==> src/rtl/trng_pkg.sv <==
// Shared defaults and sizing helper for the TRNG entropy collector.
package trng_pkg;
  localparam int ROSC_NUM_DEF      = 32;
  localparam int DATA_WIDTH_DEF    = 32;
  localparam int SAMPLE_CYCLES_DEF = 16;
  localparam int RCT_CUTOFF_DEF    = 32;

  // Bits needed to hold 0..value-1; never less than 1 so degenerate counters stay legal.
  function automatic int clog2(input int value);
    int r;
    r = 0;
    while ((1 << r) < value) r++;
    return (r < 1) ? 1 : r;
  endfunction
endpackage

==> src/rtl/trng_rct.sv <==
// Repetition-count health test: flags a sticky failure once RCT_CUTOFF identical samples arrive in a row.
// Failure is registered on the edge of the sample that reaches the cutoff; enable=0 restarts the run count.
module trng_rct
  import trng_pkg::*;
#(
  parameter int RCT_CUTOFF = RCT_CUTOFF_DEF
) (
  input  logic clk,
  input  logic reset,
  input  logic enable,
  input  logic tick,
  input  logic sample_bit,
  output logic health_fail
);
  localparam int CW = clog2(RCT_CUTOFF + 1);

  logic [CW-1:0] rct_cnt;
  logic [CW-1:0] cnt_next;
  logic          rct_last;

  // A zero count means no previous sample, so the first bit always starts a run of 1.
  always_comb begin
    cnt_next = CW'(1);
    if (rct_cnt != '0 && sample_bit == rct_last) begin
      cnt_next = (rct_cnt >= CW'(RCT_CUTOFF)) ? rct_cnt : rct_cnt + CW'(1);
    end
  end

  always_ff @(posedge clk or posedge reset) begin
    if (reset) begin
      rct_cnt     <= '0;
      rct_last    <= 1'b0;
      health_fail <= 1'b0;
    end else if (!enable) begin
      rct_cnt <= '0;
    end else if (tick) begin
      rct_cnt  <= cnt_next;
      rct_last <= sample_bit;
      if (cnt_next >= CW'(RCT_CUTOFF)) health_fail <= 1'b1;
    end
  end
endmodule

==> src/rtl/trng_rosc_collector.sv <==
// Ring-oscillator entropy collector: 2-FF sync, XOR-fold per tick, MSB-first word; data_valid rises on the final tick's edge.
// One word held for valid/ack; an overrun word is dropped unless acked that cycle. TRNG_RCT_EN adds the repetition-count test.
module trng_rosc_collector
  import trng_pkg::*;
#(
  parameter int NUM_ROSC      = ROSC_NUM_DEF,
  parameter int DATA_WIDTH    = DATA_WIDTH_DEF,
  parameter int SAMPLE_CYCLES = SAMPLE_CYCLES_DEF,
  parameter int RCT_CUTOFF    = RCT_CUTOFF_DEF
) (
  input  logic                  clk,
  input  logic                  reset,
  input  logic                  enable,
  input  logic [NUM_ROSC-1:0]   rosc_in,
  output logic [DATA_WIDTH-1:0] data,
  output logic                  data_valid,
  input  logic                  data_ack,
  output logic                  health_fail
);
  localparam int BW = clog2(DATA_WIDTH);
  localparam int PW = clog2(SAMPLE_CYCLES);

  if (NUM_ROSC < 1 || DATA_WIDTH < 2 || SAMPLE_CYCLES < 1 || RCT_CUTOFF < 2) begin : g_bad_param
    $error("trng_rosc_collector: parameter out of range");
  end

  logic [NUM_ROSC-1:0]   rosc_sync;
  logic [PW-1:0]         pre_cnt;
  logic                  tick;
  logic                  sample_bit;
  logic                  shift;
  logic                  word_done;
  logic [DATA_WIDTH-2:0] shreg;
  logic [BW-1:0]         bitcnt;
  logic [DATA_WIDTH-1:0] new_word;

  for (genvar i = 0; i < NUM_ROSC; i++) begin : g_sync
    logic [1:0] sync_ff;
    always_ff @(posedge clk or posedge reset) begin
      if (reset) sync_ff <= '0;
      else       sync_ff <= {sync_ff[0], rosc_in[i]};
    end
    assign rosc_sync[i] = sync_ff[1];
  end

  always_ff @(posedge clk or posedge reset) begin
    if (reset)                                pre_cnt <= '0;
    else if (!enable)                         pre_cnt <= '0;
    else if (pre_cnt == PW'(SAMPLE_CYCLES-1)) pre_cnt <= '0;
    else                                      pre_cnt <= pre_cnt + PW'(1);
  end

  assign tick       = enable && (pre_cnt == PW'(SAMPLE_CYCLES-1));
  assign sample_bit = ^rosc_sync;
  assign shift      = tick && !health_fail;
  assign word_done  = shift && (bitcnt == BW'(DATA_WIDTH-1));
  assign new_word   = {shreg, sample_bit};

  always_ff @(posedge clk or posedge reset) begin
    if (reset) begin
      shreg  <= '0;
      bitcnt <= '0;
    end else if (!enable) begin
      shreg  <= '0;
      bitcnt <= '0;
    end else if (shift) begin
      shreg  <= new_word[DATA_WIDTH-2:0];
      bitcnt <= word_done ? '0 : bitcnt + BW'(1);
    end
  end

  // A completed word only lands when the output slot is free or being freed this cycle.
  always_ff @(posedge clk or posedge reset) begin
    if (reset) begin
      data       <= '0;
      data_valid <= 1'b0;
    end else if (word_done) begin
      if (!data_valid || data_ack) begin
        data       <= new_word;
        data_valid <= 1'b1;
      end
    end else if (data_ack && data_valid) begin
      data_valid <= 1'b0;
    end
  end

`ifdef TRNG_RCT_EN
  trng_rct #(
    .RCT_CUTOFF (RCT_CUTOFF)
  ) u_rct (
    .clk         (clk),
    .reset       (reset),
    .enable      (enable),
    .tick        (tick),
    .sample_bit  (sample_bit),
    .health_fail (health_fail)
  );
`else
  assign health_fail = 1'b0;
`endif
endmodule

==> config.mk <==
export PLATFORM = sky130hd
export DESIGN_NAME = trng_rosc_collector
export DESIGN_NICKNAME = d
export VERILOG_FILES = /design/src/rtl/trng_pkg.sv /design/src/rtl/trng_rct.sv /design/src/rtl/trng_rosc_collector.sv
export SDC_FILE = /design/constraint.sdc
export NUM_CORES = 1
export LEC_CHECK = 0
export CAP_MARGIN = 20
export CELL_PAD_IN_SITES_DETAIL_PLACEMENT = 2
export CELL_PAD_IN_SITES_GLOBAL_PLACEMENT = 2
export CORE_ASPECT_RATIO = 1.1
export CORE_MARGIN = 2
export CORE_UTILIZATION = 36
export CTS_CLUSTER_DIAMETER = 40
export DETAILED_ROUTE_END_ITERATION = 16
export PLACE_DENSITY_LB_ADDON = 0.15
export SYNTH_ARGS = -nofsm -noshare
export SYNTH_HDL_FRONTEND = slang
export SYNTH_SLANG_ARGS = --single-unit
==> constraint.sdc <==
create_clock -name clk -period 5.44 [get_ports clk]
set_input_delay 0.544 -clock clk [delete_from_list [all_inputs] [get_ports clk]]
set_output_delay 0.544 -clock clk [all_outputs]
set_load 0.01 [all_outputs]
==> reports/qor.csv, run 1 <==
metric,value,unit
fin_skew,0.007391,ns
cts_resized,0,
cts_tree,built,
cts_buffer_depth,2,
critPathRequiredTime,5.73,ns
root_buffer,clkbuf_16,
drive_gt1_share,18.06,%
ir_drop,189.9,uV
slew-limit-headroom,48.12,%
cts_hold_buf,0,
tightest_slew,0.7763,ns
fin_setup_tns,0,ns
cts_buffers,17,
drcViolationCount,0,
critPathSlowestCell,nor2_4,
synth_warnings,0,
dpl.hpwl,5091,um
period_needed,2.540,ns
max_freq,0.3937,GHz
critPathCaptureType,flop,
startpoint,enable,
min-delay-start,g_sync[20].sync_ff[0],
insertedDiodeCount,0,
async_flop_share,100.0,%
rsz0062_at_grt,false,
syn_inst,280,
synth_top_area_cell,dfrtp_1,
area_growth,32.42,%
via_count,2493,
max_stage_delay,0.63,ns
avgSynthCellArea,16.56,um^2
place_area,5460,um^2
outcome,finished clean,
reg2reg_from,pre_cnt[0],
fp.dieW,112.2,um
cp_max_fo,33,
post_cts_buffers,0,
synth_top_cells_by_count,"137 x dfrtp_1, 32 x a22o_1, 31 x mux2_2",
yosysMostFrequentCell,dfrtp_1,
grt_max_degree,85,
fp.coreArea,12590,um^2
routed_wl,8489,um
path_clk_slew,0.06,ns
arrival,2.83,ns
grt_pass1_wl,14520,um
maxCapViolCount,0,
synth.area.top_cells,"dfrtp_1 74%, mux2_2 7.5%, a22o_1 6.0%, xnor2_1 5.5%, xor2_1 0.94%",
cts_htree_levels,4,
dp.cells,496,
yosysSeqAreaShare,73.95,%
rows,43,
path_cells,clkdlybuf4s50_1 > inv_1 > nor2_4 > nand3_4 > mux2_2,
clkLatencyLatePin,0.41,ns
grt-ovfl-total,0,
hold_viol,0,
critPathKind,input port to flop,
dr.pass1.iters,4,
numPortBuffers,68,
start_util,36.82,%
holdCritPathClass,flop to flop,
pin_count,70,
crit_family,simple AND/OR/NAND/NOR gates,
finalSetupViolations,0,
total_power,2.479,mW
crit_buf_inv,2,
antenna_found_initial,0,
finalCritPeriodShare,46.69,%
final_cells,528,
fin_util,48.76,%
start_kind,input port,
ys_types,24,
gp_congestion,0.6609,
synth-main-ff-cell,dfrtp_1,
grt_pass1_vias,2891,
cts_sinks,137,
power_leakage,2.805,nW
vias_per_cell,4.722,
die_y,123.0,um
drt_iter0_markers,99,
synth_area,4636,um^2
design_area,6138,um^2
wl_per_cell,16.08,um
ys_seq_elements,137,
synth_top_area_share,73.95,%
ant_nets,0,
power_density,403.8,nW/um^2
grt_util_all_layers,13.91,%
syn_nets,319,
drv_slew,0,
die_area,13800,um^2
fin_nets,397,
synth-edff-count,0,
metal layers:
layer | wire length (um) | vias to the layer above | GRT usage, % | share of wire, %
met3 | 369 | 16 | 4.657 | 4.3
met5 | 0 | - | 0 | 0
met2 | 4485 | 65 | 23.53 | 53
met4 | 155 | 0 | 6.402 | 1.8
met1 | 3478 | 1295 | 16.16 | 41
li1 | - | 1117 | - | -
cell type report:
cell class	count	area (um^2)
repair buffers	70	695.7
inverters	2	12.51
fillers	1170	6451
flip-flops and latches	137	3428
clock inverters	11	217.7
multi-input cells	130	1127
well taps	157	196.4
clock buffers	21	460.4
layout by cell type (no fill, tap or decap), types with 3 or more instances in the layout:
| cell | synthesis | routed |
|---|---|---|
| and2_1 | 3 | 3 |
| xnor2_1 | 29 | 29 |
| mux2_2 | 31 | 31 |
| clkbuf_16 | 0 | 17 |
| bufinv_16 | 0 | 6 |
| nand2_1 | 7 | 7 |
| nand3_1 | 3 | 3 |
| o21ai_0 | 4 | 4 |
| dfrtp_1 | 137 | 137 |
| nor2_1 | 4 | 4 |
| clkdlybuf4s50_1 | 0 | 68 |
| a22o_1 | 32 | 32 |
| ha_1 | 3 | 3 |
| xor2_1 | 5 | 5 |
per-stage QoR:
step | worst slack, ns | hold WS, ns
finish | 2.900 | 0.3446
global route | 2.703 | 0.3530
CTS | 2.850 | 0.3486
detailed placement | 2.440 | 0.3364
global placement | 2.526 | 0.3322
floorplan | 1.228 | 0.3312
kinds of logic (layout without fill, tap and decap cells):
kind of cell	after synthesis	in the layout	share of synthesized area (%)
adders and majority gates	3	3	0.8098
and+or+nand+nor	23	23	2.780
AOI/OAI and AO/OA	38	38	6.694
muxes	31	31	7.530
xor gates and xnor gates	34	34	6.424
buffers and inverters	13	104	1.727
other	1	1	0.08089
DFF	137	137	73.95
path summary, 6_finish.rpt:
check                                         to  slack (ns)  depth (start not counted)
setup / recovery                        data[11]        2.90                          5
hold / removal             g_sync[20].sync_ff[1]        0.34                          0
setup reg to reg                        data[11]        2.91                          5
hold reg to reg            g_sync[20].sync_ff[1]        0.34                          0
max in group asynchronous             pre_cnt[1]        3.60                          3
min in group asynchronous  g_sync[15].sync_ff[0]        0.66                          2
state kept, by name, summed over array words and instances, names as in the netlist:
signal,flops
bitcnt,5
data,32
data_valid,1
g_sync.sync_ff,64
pre_cnt,4
shreg,31
power by group:
group          switching, mW  leakage [nW]  internal, mW
combinational         0.0602         0.717        0.0616
clock                  0.415         0.323         0.885
sequential            0.0113          1.76          1.05
total                  0.487          2.80          1.99
No activity file was read; power rests on OpenSTA's default activity.
==> run 2, diff against run 1 <==
--- a/config.mk
+++ b/config.mk
@@ -10,7 +10,7 @@
 export CELL_PAD_IN_SITES_GLOBAL_PLACEMENT = 2
 export CORE_ASPECT_RATIO = 1.1
 export CORE_MARGIN = 2
-export CORE_UTILIZATION = 36
+export CORE_UTILIZATION = 34
 export CTS_CLUSTER_DIAMETER = 40
 export DETAILED_ROUTE_END_ITERATION = 16
 export PLACE_DENSITY_LB_ADDON = 0.15
==> constraint.sdc (replaced) <==
create_clock -name clk -period 2.23 [get_ports clk]
set_input_delay 0.223 -clock clk [delete_from_list [all_inputs] [get_ports clk]]
set_output_delay 0.223 -clock clk [all_outputs]
set_load 0.01 [all_outputs]
==> run 2 against run 1 <==
Against the previous run:
- sequential cell count stayed put
- sequential power increased by 140%
- critical path depth is 1 higher
- cell count rose by 5.7%
- combinational power rose to 2.6 times the previous value
- clock skew up 0.00050 ns
- design area about the same
- critical path type is now flop to flop
- largest cell class unchanged
- highest routed layer unchanged
==> reports/qor.csv, run 2 (same netlist as run 1, synthesis figures left out) <==
metric,value,unit,change
outcome,finished clean,,
rsz0062_at_grt,false,,
reg2reg_depth,6,,+1
multi_input_area,1127,um^2,unchanged
post_cts_buffers,0,,unchanged
hold_ws,0.2480,ns,-0.09665 ns
finalSetupViolations,0,,unchanged
p_comb_share,5.6,%,+0.7 points
grt_util_all_layers,13.01,%,-0.90 points
critPathRequiredTime,2.52,ns,-3.21 ns
hold_viol,0,,unchanged
path_clk_slew,0.06,ns,about the same
rows,44,,+2.3%
place_ws,0.2912,ns,-2.149 ns
power_density,920.6,nW/um^2,+130%
ant_nets,0,,unchanged
critPathKind,flop to flop,,
design_area,6140,um^2,about the same
final_cells,558,,+5.7%
cts_buffers,17,,unchanged
wl_per_cell,14.92,um,-7.2%
worst_slack,0.2925,ns,-2.608 ns
wl_met2,4227,um,-5.8%
grt-ovfl-total,0,,unchanged
drive_gt1_share,18.72,%,+0.66 points
via_count,2482,,-0.44%
cts_sinks,137,,unchanged
slew-limit-headroom,61.83,%,+14 points
fin_util,46.28,%,-2.5 points
timing.critical_path.to,data[20],,
place_area,5548,um^2,+1.6%
dpl.hpwl,5351,um,+5.1%
cp_max_fo,25,,-24%
max_freq,0.5161,GHz,
cts_hold_buf,0,,unchanged
dr.pass1.iters,4,,unchanged
rrSetupSlack,0.29,ns,-2.62 ns
total_power,5.652,mW,+130%
numPortBuffers,68,,unchanged
clock_power_share,48.8,%,-3.6 points
startpoint,bitcnt[0],,
routed_wl,8324,um,-1.9%
largest_reg_flops,64,,unchanged
clkLatencyLatePin,0.41,ns,about the same
top_layer,met4,,
pin_count,70,,unchanged
cts_buffer_depth,2,,unchanged
cts_tree,built,,
layout_common_cells,"137 x dfrtp_1, 68 x clkdlybuf4s50_1, 32 x a22o_1, 31 x mux2_2, 29 x xnor2_1",,
arrival,2.23,ns,-0.60 ns
holdCritPathClass,input port to flop,,
gp_congestion,0.7687,,+16%
power_frac_seq,45.6,%,+3.0 points
grt_pass1_wl,14210,um,-2.1%
largest-register,g_sync.sync_ff,,
vias_per_cell,4.448,,-5.8%
fp.coreArea,13270,um^2,+5.4%
ir_drop,471.8,uV,+150%
tightest_slew,0.5726,ns,-0.2037 ns
die_y,126.5,um,+2.8%
insertedDiodeCount,0,,unchanged
top_regs,"g_sync.sync_ff (64), data (32), shreg (31)",,
swShare,20.60,%,+0.97 points
dp.cells,527,,+6.3%
layout_commonest_cell,dfrtp_1,,
regArea,3428,um^2,unchanged
cts_htree_levels,4,,unchanged
start_kind,flop,,
reg2reg_from,bitcnt[0],,
fin_nets,401,,+1.0%
maxCapViolCount,0,,unchanged
p_int,4.488,mW,+130%
fp.dieW,115.3,um,+2.8%
area_growth,32.44,%,about the same
met3_length,441,um,+20%
critPathCaptureType,flop,,
finalCritPeriodShare,86.88,%,
reg2reg_to,data[20],,
switchingPower,1.164,mW,+140%
grt_pass1_vias,2867,,-0.83%
grt_max_degree,106,,+25%
wl_met1,3509,um,+0.89%
die_area,14590,um^2,+5.7%
drt_iter0_markers,111,,+12%
drcViolationCount,0,,unchanged
power_leakage,2.795,nW,-0.34%
antenna_found_initial,0,,unchanged
fill_cells,1257,,+7.4%
root_buffer,clkbuf_16,,
start_util,34.94,%,-1.9 points
drv_slew,0,,unchanged
period_needed,1.938,ns,
fin_skew,0.007894,ns,+0.0005026 ns
fin_setup_tns,0,ns,unchanged
cts_resized,0,,unchanged
-- run 2: cell types whose count changed in the layout (fill, tap and decap cells not counted), sizes merged --
cell / before / now
clkbuf: 21 / 24
inv: 2 / 1
buf: 2 / 6
clkinvlp: 2 / 3
bufinv: 6 / 2
-- run 2: power by group through the flow --
stage	clock network, mW	logic [mW]	registers, mW
4_1_cts	2.84	0.330	2.58
3_3_place_gp	0	0.318	2.62
5_1_grt	2.95	0.351	2.58
2_1_floorplan	0	0.202	2.61
6_report	2.76	0.317	2.58
3_5_place_dp	0	0.329	2.62
-- run 2: worst min-delay path by stage --
| stage | cells past startpoint | endpoint | from |
|---|---|---|---|
| 5_1_grt | 1 | g_sync[19].sync_ff[0] | rosc_in[19] |
| 4_1_cts | 1 | g_sync[11].sync_ff[0] | rosc_in[11] |
| 3_5_place_dp | 0 | g_sync[14].sync_ff[1] | g_sync[14].sync_ff[0] |
| 3_3_place_gp | 0 | g_sync[26].sync_ff[1] | g_sync[26].sync_ff[0] |
| 2_1_floorplan | 0 | g_sync[0].sync_ff[0] | rosc_in[0] |
| 6_report | 1 | g_sync[11].sync_ff[0] | rosc_in[11] |
-- run 2: cell type report --
class,instances,area share [%]
inverters,2,0.1834
clock inverters,7,1.467
repair buffers,74,12.23
flip-flops and latches,137,55.84
multi-input cells,130,18.36
clock buffers,24,8.172
well taps,184,3.750
-- run 2: per-layer routing --
layer / up-vias / track usage, %
li1: 1119 / -
met2: 71 / 20.36
met1: 1280 / 15.65
met5: - / 0
met3: 12 / 4.921
met4: 0 / 6.591
-- run 2: critical path, stage by stage, from the launching register on --
cell and delay [ns]:
dfrtp_1 0.41, ha_1 0.24, and3_1 0.19, ha_1 0.25, nand3_4 0.16, buf_12 0.21, mux2_2 0.35
==> run 3, diff against run 2 <==
--- a/config.mk
+++ b/config.mk
@@ -10,10 +10,11 @@
 export CELL_PAD_IN_SITES_GLOBAL_PLACEMENT = 2
 export CORE_ASPECT_RATIO = 1.1
 export CORE_MARGIN = 2
-export CORE_UTILIZATION = 34
+export CORE_UTILIZATION = 36
 export CTS_CLUSTER_DIAMETER = 40
 export DETAILED_ROUTE_END_ITERATION = 16
 export PLACE_DENSITY_LB_ADDON = 0.15
+export SETUP_SLACK_MARGIN = 0.05
 export SYNTH_ARGS = -nofsm -noshare
 export SYNTH_HDL_FRONTEND = slang
 export SYNTH_SLANG_ARGS = --single-unit
==> constraint.sdc (replaced) <==
create_clock -name clk -period 1.8 [get_ports clk]
set_input_delay 0.18 -clock clk [delete_from_list [all_inputs] [get_ports clk]]
set_output_delay 0.18 -clock clk [all_outputs]
set_load 0.01 [all_outputs]
==> run 3 against run 2 <==
Against the previous run:
- critical path type unchanged
- largest power group unchanged
- highest routed layer unchanged
- largest cell class unchanged
- sequential cell count did not move
- global-route usage rose by 2.5 points
- cell count fell by 3.4%
- sequential share of layout area fell by 1.1 points
- routed wire length rose by 15%
==> reports/qor.csv, run 3 (same netlist as run 1, synthesis figures left out) <==
metric,value,unit,change
fin_skew,0.006666,ns,-0.001228 ns
root_buffer,clkbuf_16,,
outcome,finished clean,,
die_y,123.0,um,-2.7%
worst_slack,0.05291,ns,-0.2396 ns
drive_gt1_share,21.99,%,+3.3 points
vias_per_cell,4.792,,+7.7%
maxCapViolCount,0,,unchanged
rsz0062_at_grt,true,,
drt_iter0_markers,75,,-32%
fp.coreArea,12590,um^2,-5.1%
antenna_found_initial,0,,unchanged
hold_ws,0.2053,ns,-0.04262 ns
total_power,7.017,mW,+24%
busiest_layer,met2,,
dr.pass1.iters,4,,unchanged
max_freq,0.5724,GHz,+11%
gp_congestion,0.6863,,-11%
top_regs,"g_sync.sync_ff (64), data (32), shreg (31)",,
place_area,5567,um^2,+0.34%
period_needed,1.747,ns,-0.1904 ns
cp_max_fo,5,,-80%
ir_drop,487.0,uV,+3.2%
ant_nets,0,,unchanged
finalCritPeriodShare,97.06,%,+10 points
power_density,1121,nW/um^2,+22%
rrSetupSlack,0.05,ns,-0.24 ns
critPathRequiredTime,2.09,ns,-0.43 ns
area_growth,35.03,%,
cts_buffer_depth,2,,unchanged
cts_htree_levels,4,,unchanged
drcViolationCount,0,,unchanged
holdCritPathClass,input port to flop,,
grt_use_met2,27.60,%,+7.2 points
switchingPower,1.570,mW,+35%
power_frac_seq,45.5,%,about the same
p_int,5.447,mW,+21%
via_count,2583,,+4.1%
cts_tree,built,,
numPortBuffers,68,,unchanged
fp.dieW,112.2,um,-2.7%
dp.cells,502,,-4.7%
arrival,2.04,ns,-0.19 ns
swShare,22.38,%,+1.8 points
place_ws,0.006513,ns,-0.2847 ns
design_area,6260,um^2,+2.0%
layout_common_cells,"137 x dfrtp_1, 68 x clkdlybuf4s50_1, 32 x a22o_1, 31 x mux2_2, 29 x xnor2_1",,
grt_max_degree,79,,-25%
grt_pass1_vias,3049,,+6.3%
rows,43,,-2.3%
hold_viol,0,,unchanged
start_util,36.82,%,+1.9 points
met3_usage,4.657,%,-0.26 points
power_leakage,2.852,nW,+2.0%
largest_reg_flops,64,,unchanged
finalSetupViolations,0,,unchanged
drv_slew,0,,unchanged
cts_sinks,137,,unchanged
wl_per_cell,17.70,um,+19%
pin_count,70,,unchanged
insertedDiodeCount,0,,unchanged
p_comb_share,5.6,%,about the same
clock_power_share,48.8,%,about the same
met1_usage,17.81,%,+2.2 points
die_area,13800,um^2,-5.4%
largest-register,g_sync.sync_ff,,
cts_buffers,17,,unchanged
grt-ovfl-total,0,,unchanged
start_kind,flop,,
clkLatencyLatePin,0.41,ns,about the same
fin_setup_tns,0,ns,unchanged
layout_commonest_cell,dfrtp_1,,
grt_util_all_layers,15.54,%,+2.5 points
critPathKind,flop to flop,,
path_clk_slew,0.06,ns,about the same
grt_pass1_wl,16150,um,+14%
fin_nets,408,,+1.7%
fin_util,49.72,%,+3.4 points
dpl.hpwl,5491,um,+2.6%
final_cells,539,,-3.4%
routed_wl,9541,um,+15%
critPathCaptureType,flop,,
## run 3: changes by cell type in the layout (fill, tap and decap cells not counted), moves of 2 or more
| cell | delta |
|---|---|
| buf_12 | +3 |
| inv_6 | +2 |
| buf_4 | +2 |
| clkbuf_8 | -4 |
| ha_1 | -3 |
| ha_4 | +2 |
| clkinv_4 | +5 |
## run 3: cell type report
cell class              count  area, um^2
fillers                  1160        6330
flip-flops and latches    137        3428
multi-input cells         130        1165
repair buffers             81       869.6
clock buffers              19       442.9
well taps                 157       196.4
clock inverters            13       146.4
inverters                   2       11.26
## run 3: final timing paths
kind | cells after the start | endpoint | start
max reg2reg | 6 | data[9] | bitcnt[0]
min in group asynchronous | 3 | g_sync[5].sync_ff[0] | reset
max in group asynchronous | 3 | data[24] | reset
min | 1 | g_sync[6].sync_ff[0] | rosc_in[6]
min reg2reg | 0 | g_sync[27].sync_ff[1] | g_sync[27].sync_ff[0]
max | 6 | data[9] | bitcnt[0]
## run 3: power by group through the flow
stage / logic (mW) / clock network [mW] / registers [mW]
2_1_floorplan: 0.250 / 0 / 3.24
3_3_place_gp: 0.395 / 0 / 3.24
3_5_place_dp: 0.404 / 0 / 3.25
4_1_cts: 0.414 / 3.53 / 3.19
5_1_grt: 0.440 / 3.67 / 3.20
6_report: 0.396 / 3.43 / 3.19
## run 3: worst max-delay path, cell delays in order (launching register included)
cell	delay (ns)
dfrtp_1	0.38
ha_2	0.19
and3_4	0.18
ha_4	0.17
nand3_4	0.10
bufbuf_16	0.28
mux2_2	0.33
## run 3: repair_timing
item,in CTS,in global routing
hold buffers,0,0
gates resized for setup,5,4
endpoints found under the setup margin,31,19
pin swaps,0,1
cloned,2,0
buffers inserted,4,0
## run 3: routing by layer
| layer | wire, um | part of all wire, % | up-vias |
|---|---|---|---|
| li1 | - | - | 1141 |
| met1 | 3736 | 39 | 1364 |
| met2 | 5218 | 55 | 68 |
| met3 | 436 | 4.6 | 10 |
| met4 | 149 | 1.6 | 0 |
| met5 | 0 | 0 | - |
